$ cat config.mk
export PLATFORM = sky130hd
export DESIGN_NAME = mem_arb
export DESIGN_NICKNAME = d
export VERILOG_FILES = /design/src/rtl/mem_arb.sv
export SDC_FILE = /design/constraint.sdc
export NUM_CORES = 1
export LEC_CHECK = 0
export BUFFER_PORTS_ARGS = -buffer_cell sky130_fd_sc_hd__buf_2
export CORE_AREA = 2 2 104 106
export DETAILED_ROUTE_END_ITERATION = 10
export DIE_AREA = 0 0 106 108
export PLACE_DENSITY = 0.82
export SLEW_MARGIN = 20
export SYNTH_ARGS = -nofsm -noshare
export SYNTH_HDL_FRONTEND = slang
export SYNTH_SLANG_ARGS = --single-unit
$ cat constraint.sdc
create_clock -name clka -period 2.6 [get_ports clka]
set_input_delay 0.26 -clock clka [delete_from_list [all_inputs] [get_ports clka]]
set_output_delay 0.26 -clock clka [all_outputs]
set_load 0.05 [all_outputs]
$ cat src/rtl/mem_arb.sv
// Single-port memory arbiter between instruction fetch and data ports.
// Data has priority unless MAXD consecutive data grants have starved a pending fetch.
module mem_arb #(
   parameter int unsigned LAT  = 2,
   parameter int unsigned MAXD = 4
) (
   input  logic        clka,
   input  logic        rst,
   input  logic        if_req,
   input  logic [31:0] if_addr,
   output logic [31:0] if_rdata,
   output logic        if_ack,
   input  logic        d_req,
   input  logic        d_we,
   input  logic [31:0] d_addr,
   input  logic [31:0] d_wdata,
   output logic [31:0] d_rdata,
   output logic        d_ack,
   output logic        mem_en,
   output logic        mem_we,
   output logic [31:0] mem_addr,
   output logic [31:0] mem_wdata,
   input  logic [31:0] mem_rdata,
   output logic        stallF,
   output logic        stallM
);

   typedef enum logic [1:0] {IDLE, BUSY_I, BUSY_D} state_e;

   localparam logic [2:0] LAT3  = 3'(LAT);
   localparam logic [2:0] MAXD3 = 3'(MAXD);

   state_e      state_q, state_d;
   logic [2:0]  lat_q, lat_d;
   logic [2:0]  dcnt_q, dcnt_d;
   logic [31:0] if_rdata_q, if_rdata_d;
   logic [31:0] d_rdata_q, d_rdata_d;
   logic        if_ack_q, if_ack_d;
   logic        d_ack_q, d_ack_d;
   logic        grant_d, grant_i;

   always_comb begin
      state_d    = state_q;
      lat_d      = lat_q;
      dcnt_d     = dcnt_q;
      if_rdata_d = if_rdata_q;
      d_rdata_d  = d_rdata_q;
      if_ack_d   = 1'b0;
      d_ack_d    = 1'b0;
      grant_d    = 1'b0;
      grant_i    = 1'b0;
      mem_en     = 1'b0;
      mem_we     = 1'b0;
      mem_addr   = '0;
      mem_wdata  = '0;

      case (state_q)
         IDLE: begin
            grant_d = d_req && !(if_req && (dcnt_q == MAXD3));
            grant_i = if_req && !grant_d;
            if (!if_req)
               dcnt_d = '0;
            if (grant_d) begin
               mem_en    = 1'b1;
               mem_we    = d_we;
               mem_addr  = d_addr;
               mem_wdata = d_wdata;
               if (if_req && (dcnt_q != MAXD3))
                  dcnt_d = dcnt_q + 3'd1;
               // Writes complete in one cycle: ack next cycle without leaving IDLE.
               if (d_we) begin
                  d_ack_d = 1'b1;
               end else begin
                  state_d = BUSY_D;
                  lat_d   = LAT3;
               end
            end else if (grant_i) begin
               mem_en   = 1'b1;
               mem_addr = if_addr;
               dcnt_d   = '0;
               state_d  = BUSY_I;
               lat_d    = LAT3;
            end
         end
         BUSY_I, BUSY_D: begin
            if (lat_q != 3'd0)
               lat_d = lat_q - 3'd1;
            // Last busy cycle: read data is valid now, ack lands as the counter hits zero.
            if (lat_q <= 3'd1) begin
               state_d = IDLE;
               if (state_q == BUSY_I) begin
                  if_rdata_d = mem_rdata;
                  if_ack_d   = 1'b1;
               end else begin
                  d_rdata_d = mem_rdata;
                  d_ack_d   = 1'b1;
               end
            end
         end
         default: state_d = IDLE;
      endcase

      if (rst) begin
         mem_en    = 1'b0;
         mem_we    = 1'b0;
         mem_addr  = '0;
         mem_wdata = '0;
      end
   end

   always_ff @(posedge clka) begin
      if (rst) begin
         state_q    <= IDLE;
         lat_q      <= '0;
         dcnt_q     <= '0;
         if_rdata_q <= '0;
         d_rdata_q  <= '0;
         if_ack_q   <= 1'b0;
         d_ack_q    <= 1'b0;
      end else begin
         state_q    <= state_d;
         lat_q      <= lat_d;
         dcnt_q     <= dcnt_d;
         if_rdata_q <= if_rdata_d;
         d_rdata_q  <= d_rdata_d;
         if_ack_q   <= if_ack_d;
         d_ack_q    <= d_ack_d;
      end
   end

   assign if_rdata = if_rdata_q;
   assign d_rdata  = d_rdata_q;
   assign if_ack   = if_ack_q;
   assign d_ack    = d_ack_q;
   assign stallF   = if_req & ~if_ack_q;
   assign stallM   = d_req & ~d_ack_q;

endmodule

==> flow_summary.toml, run 1 <==
[critical_path]
cp-end-kind = "primary output"
required_ns = 2.34
cp_common_cell = "nand3_1"
crit_slowest_cell = "dfxtp_1"
cp_data_arrival_time_ns = 2.13
crit_type = "flip-flop to primary output"
path_cells = "inv_1 > ha_1 > nand3_1 > nand2_1 > buf_4 > nand3_1 > a21oi_1 > buf_2"
cp_max_fo = 32
slowest_delay_ns = 0.32
cp-start-kind = "flip-flop"

[timing]
skew_ns = 0.0142
worst_pin_slew_ns = 0.551
rsz0062_at_grt = "no"
fin_crit_ns = 2.39
period_share_pct = 92.0
finalMaxSlewViolations = 0
slew_headroom_pct = 63.1
report.final.hold_viol_count = 0
fmax_mhz = 418
fin_tns_setup_ns = 0
finalSetupViolations = 0

[final_layout]
instances_no_fill = 892
antennaDiodeCount = 0
drive_gt1_share_pct = 39.7
register_area_mm2 = 0.00148
num-nets-final = 892
syn2layout_area_growth_pct = 46.3
multi_input_area_mm2 = 0.00187
fill_cells = 1037

[clock_tree]
cts_tree = "built"
cts_setup_buffers = 0
root_buffer = "clkbuf_8"
cts_resized = 0
cts_buffers = 9
hold_buffers = 0
clock-sinks = 74
htree_levels = 3
clkTransAtPathRegs_ns = 0.09
insertion_delay_ns = 0.35
cts.path.max_buffers = 2

[die]
ios = 267
die_area_mm2 = 0.0114
dieWidth_um = 106
coreArea_mm2 = 0.0102
start_util_pct = 34.8
die_h_um = 108
num_rows = 37

[synth]
synth_cell_type_count = 29
synthTopCellsByArea = "dfxtp_1, nand2_1, a21oi_1, and2_1, nand3_1"
syn-cell-area_mm2 = 0.00356
ys_seq_area_share_pct = 41.6
ys.flop_type = "dfxtp_1"
netlist_instances = 501
ys_ff_latch = 74
synth_warnings = 0
synth_top_cell_area_share_pct = 41.6
yosysTopAreaCell = "dfxtp_1"
synth_commonest_cells = "nand2_1, a21oi_1, dfxtp_1, nand3_1, and2_1"
avgSynthCellArea_um2 = 7.10
yosysMostFrequentCell = "nand2_1"
ys_async_sr_fraction_pct = 0
synth_edf_count = 0
syn_nets = 642

[drt]
wl_met1_um = 4740
top_layer_used = "met4"
routed-wl-met2_um = 6330
vias_per_cell = 4.75
drt_pass1_iterations = 5
wl_per_cell_um = 13.6
antenna_left = 0
routed_wl_um = 12100
drtIter0Drc = 295
drc = 0
via_count = 4238
wl_met3_um = 835

[placed_design]
gp_congestion = 0.817
port_buffers = 266
place_inst = 876
hpwlAfterDp_um = 9250

[pwr]
power.density_mw_per_mm2 = 793
p_total_mw = 4.13
leakagePower_nw = 2.61
ir_drop_mv = 0.376

[hold_path]
hold_class = "input port to flip-flop"

[grt]
grt_usage_pct = 20.5
grt_pass1_wl_um = 18900
grt_max_degree = 49
grt_pass1_vias = 3962
antenna_found_initial = 0
grt-ovfl-total = 0

[job]
cap_viol_max_count = 0

[run_status]
status = "complete, no violations"
## sequential cells by signal, indices dropped and copies added (netlist names)
| signal | count |
|---|---|
| state_q | 2 |
| dcnt_q | 3 |
| d_rdata | 32 |
| lat_q | 3 |
| if_rdata | 32 |
| d_ack | 1 |
| if_ack | 1 |
## area by class of cell
class | count | share of cell area [%]
timing repair buffer | 280 | 27.7
inverter | 10 | 0.721
multi-input combinational | 376 | 35.9
clock inverter | 7 | 1.59
sequential | 74 | 28.5
tap | 136 | 3.27
clock buffer | 9 | 2.38
## logic make-up (layout without fill, tap and decap cells)
family,after synthesis,after routing,share of synthesized area (%)
buffers and inverters,51,306,5.80
AO/OA/AOI/OAI,113,113,17.4
adder cells (fa/ha/maj),8,8,2.81
AND/OR/NAND/NOR,252,252,31.2
flip-flops,74,74,41.6
multiplexers,3,3,1.13
## worst paths after layout
| check | start | endpoint | slack, ns | depth (start not counted) |
|---|---|---|---|---|
| setup / recovery | dcnt_q[0] | mem_addr[2] | 0.21 | 8 |
| hold / removal | mem_rdata[19] | if_rdata[19] | 0.15 | 3 |
| setup reg to reg | state_q[0] | d_rdata[20] | 0.58 | 6 |
| hold reg to reg | if_rdata[11] | if_rdata[11] | 0.45 | 2 |
## per-stage QoR
step           area, um^2  hold slack (ns)  setup WS [ns]  util (%)
3_5_place_dp         4990            0.444          0.561      48.8
6_report             5200            0.153          0.209      50.9
3_3_place_gp         4990            0.439          0.605      48.8
4_1_cts              5200            0.134          0.189      50.8
5_1_grt              5200            0.138        0.00820      50.9
2_1_floorplan        3560            0.396          0.323         -
## critical path: cells and delay by family, from the launching register on
kind | cells | cell delay, ns
and+or+nand+nor | 3 | 0.34
AOI/OAI and AO/OA | 1 | 0.21
adders and majority gates | 1 | 0.23
DFF | 1 | 0.32
buffers and inverters | 3 | 0.68
## metal layers
metal  up-vias  track usage [%]
met5         -                0
met4         0             5.64
met3        14             4.88
met2       188             39.1
met1      1892             22.8
li1       2144                -
## placed cells by master, fill, tap and decap left out, types with 2 or more instances in the layout
cell        synthesis  layout
buf_2              12     266
nand2_1           163     163
a21oi_1           101     101
dfxtp_1            74      74
nand3_1            35      35
and2_1             33      33
buf_4               0      13
inv_1              10      10
nor2_1              9       9
clkbuf_8            0       9
ha_1                8       8
nor3_1              3       3
o21ai_0             3       3
inv_6               0       3
nor2b_1             2       2
and4_1              2       2
nand4_1             2       2
mux2_4              2       2
or4b_1              2       2
clkinvlp_4          0       2
## power breakdown
group / internal, mW / switching, mW
Sequential: 1.28 / 0.0752
Combinational: 0.477 / 1.37
Clock: 0.460 / 0.470
Total: 2.21 / 1.92
Note: power is estimated with default switching activity, not from simulation.
==> inputs of run 2 (changes only) <==
--- a/config.mk
+++ b/config.mk
@@ -9,7 +9,8 @@
 export CORE_AREA = 2 2 104 106
 export DETAILED_ROUTE_END_ITERATION = 10
 export DIE_AREA = 0 0 106 108
-export PLACE_DENSITY = 0.82
+export PLACE_DENSITY = 0.84
+export RECOVER_POWER = 100
 export SLEW_MARGIN = 20
 export SYNTH_ARGS = -nofsm -noshare
 export SYNTH_HDL_FRONTEND = slang
==> constraint.sdc (replaced) <==
create_clock -name clka -period 1.9 [get_ports clka]
set_input_delay 0.19 -clock clka [delete_from_list [all_inputs] [get_ports clka]]
set_output_delay 0.19 -clock clka [all_outputs]
set_load 0.05 [all_outputs]
==> run 2 against run 1 <==
Compared with the run above:
- the flow now finishes with violations (negative setup slack)
- flip-flop and latch count stayed put
- global-route usage is 7.1 points higher
- worst setup slack worse by 0.38 ns
- critical path type unchanged
==> flow_summary.toml, run 2 (same netlist as run 1, synthesis figures left out) <==
[critical_path]
cp_max_fo = 6
crit_type = "flip-flop to primary output"
reg2reg_slack_ns = -0.05
cp-start-kind = "flip-flop"
cp-end-kind = "primary output"
slowest_delay_ns = 0.35
cp_common_cell = "nand3_4"
crit_slowest_cell = "dfxtp_2"
cp_data_arrival_time_ns = 1.88
path_cells = "inv_2 > ha_4 > nand3_4 > nand3_4 > nor2_4 > buf_6 > and2_4 > buf_8"
required_ns = 1.71

[die]
dieWidth_um = 106
die_h_um = 108
ios = 267
start_util_pct = 34.8
die_area_mm2 = 0.0114
num_rows = 37
coreArea_mm2 = 0.0102

[drt]
drc = 0
drtIter0Drc = 335
antenna_left = 0
drt_pass1_iterations = 6
wl_per_cell_um = 18.2
vias_per_cell = 5.15
routed_wl_um = 16700
via_count = 4712

[job]
cap_viol_max_count = 0

[clock_tree]
root_buffer = "clkbuf_8"
htree_levels = 3
insertion_delay_ns = 0.35
cts_buffers = 9
clock-sinks = 74
clkTransAtPathRegs_ns = 0.10
cts_tree = "built"
cts.path.max_buffers = 2

[timing]
report.final.hold_viol_count = 0
skew_ns = 0.0125
period_share_pct = 109
fin_tns_setup_ns = -8.74
rsz0062_at_grt = "yes"
fin_crit_ns = 2.07
slew_headroom_pct = 54.9
finalMaxSlewViolations = 0
fmax_mhz = 483
fin_ws_ns = -0.168
worst_pin_slew_ns = 0.679
finalSetupViolations = 68

[grt]
grt-ovfl-total = 0
antenna_found_initial = 0
grt_pass1_vias = 4764
grt_max_degree = 39
grt_pass1_wl_um = 24600
grt_usage_pct = 27.7

[pwr]
ir_drop_mv = 0.629
p_total_mw = 6.42
power.density_mw_per_mm2 = 968
leakagePower_nw = 2.72

[final_layout]
fill_cells = 838
antennaDiodeCount = 0
layout_common_cells = "nand2_1, buf_2, dfxtp_1"
syn2layout_area_growth_pct = 86.5
finalInstanceArea_mm2 = 0.00663
instances_no_fill = 915
final_common_cell = "nand2_1"
register_area_mm2 = 0.00149
drive_gt1_share_pct = 47.0
multi_input_area_mm2 = 0.00245
num-nets-final = 915

[run_status]
failed_checks = "negative setup slack"
status = "finished, violations left"

[placed_design]
place_area_mm2 = 0.00539
gp_congestion = 0.898
place_inst = 876
port_buffers = 266
place_ws_ns = 0.0249
hpwlAfterDp_um = 9620

[hold_path]
hold_class = "input port to flip-flop"
## run 2: cell count changes in the layout (fill, tap and decap cells not counted), sizes merged
cell | previous run | this run
inv | 14 | 12
clkbuf | 9 | 80
buf | 280 | 233
clkinvlp | 2 | 1
clkinv | 0 | 2
## run 2: critical path, delay by kind of cell, from the launching register on
kind          cells  cell delay, ns
simple gates      4            0.63
flops             1            0.35
fa+ha+maj         1            0.17
buf+inv           3            0.38
## run 2: layer usage
metal | GRT usage (%) | up-vias | share of wire, %
met5 | 0 | - | 0
met4 | 12.9 | 0 | 4.4
met3 | 6.75 | 50 | 7.3
met2 | 49.2 | 261 | 50
met1 | 31.4 | 2200 | 38
li1 | - | 2201 | -
## run 2: area by class of cell
type                       count  area share, %
multi-input combinational    376           37.0
timing repair buffer         303           34.5
sequential                    74           22.4
tap                          136           2.57
clock buffer                  10           1.92
clock inverter                 6           1.13
inverter                      10          0.566
## run 2: worst paths after layout
check | start | end | depth (start not counted)
worst max-delay path | dcnt_q[0] | mem_wdata[29] | 8
worst min-delay path | mem_rdata[22] | d_rdata[22] | 3
worst max register to register | lat_q[1] | if_rdata[20] | 7
worst min register to register | if_rdata[30] | if_rdata[30] | 2
## run 2: repair_timing
action                     4_1_cts  5_1_grt
setup buffers                   11        3
setup endpoints to repair       66       67
cloned                           9        0
resized for setup              230       29
pin swaps                       42       25
hold buffers                     0        0
## run 2: stage by stage
step,hold slack [ns],util [%]
2_1_floorplan,0.326,-
3_3_place_gp,0.438,52.7
3_5_place_dp,0.444,52.7
4_1_cts,0.0698,64.5
5_1_grt,0.0778,64.8
6_report,0.0838,64.8
## run 2: report_power, final
| part | total, mW | switching, mW | internal (mW) |
|---|---|---|---|
| Combinational | 3.30 | 2.22 | 1.08 |
| Clock | 1.27 | 0.640 | 0.626 |
| Sequential | 1.86 | 0.106 | 1.75 |
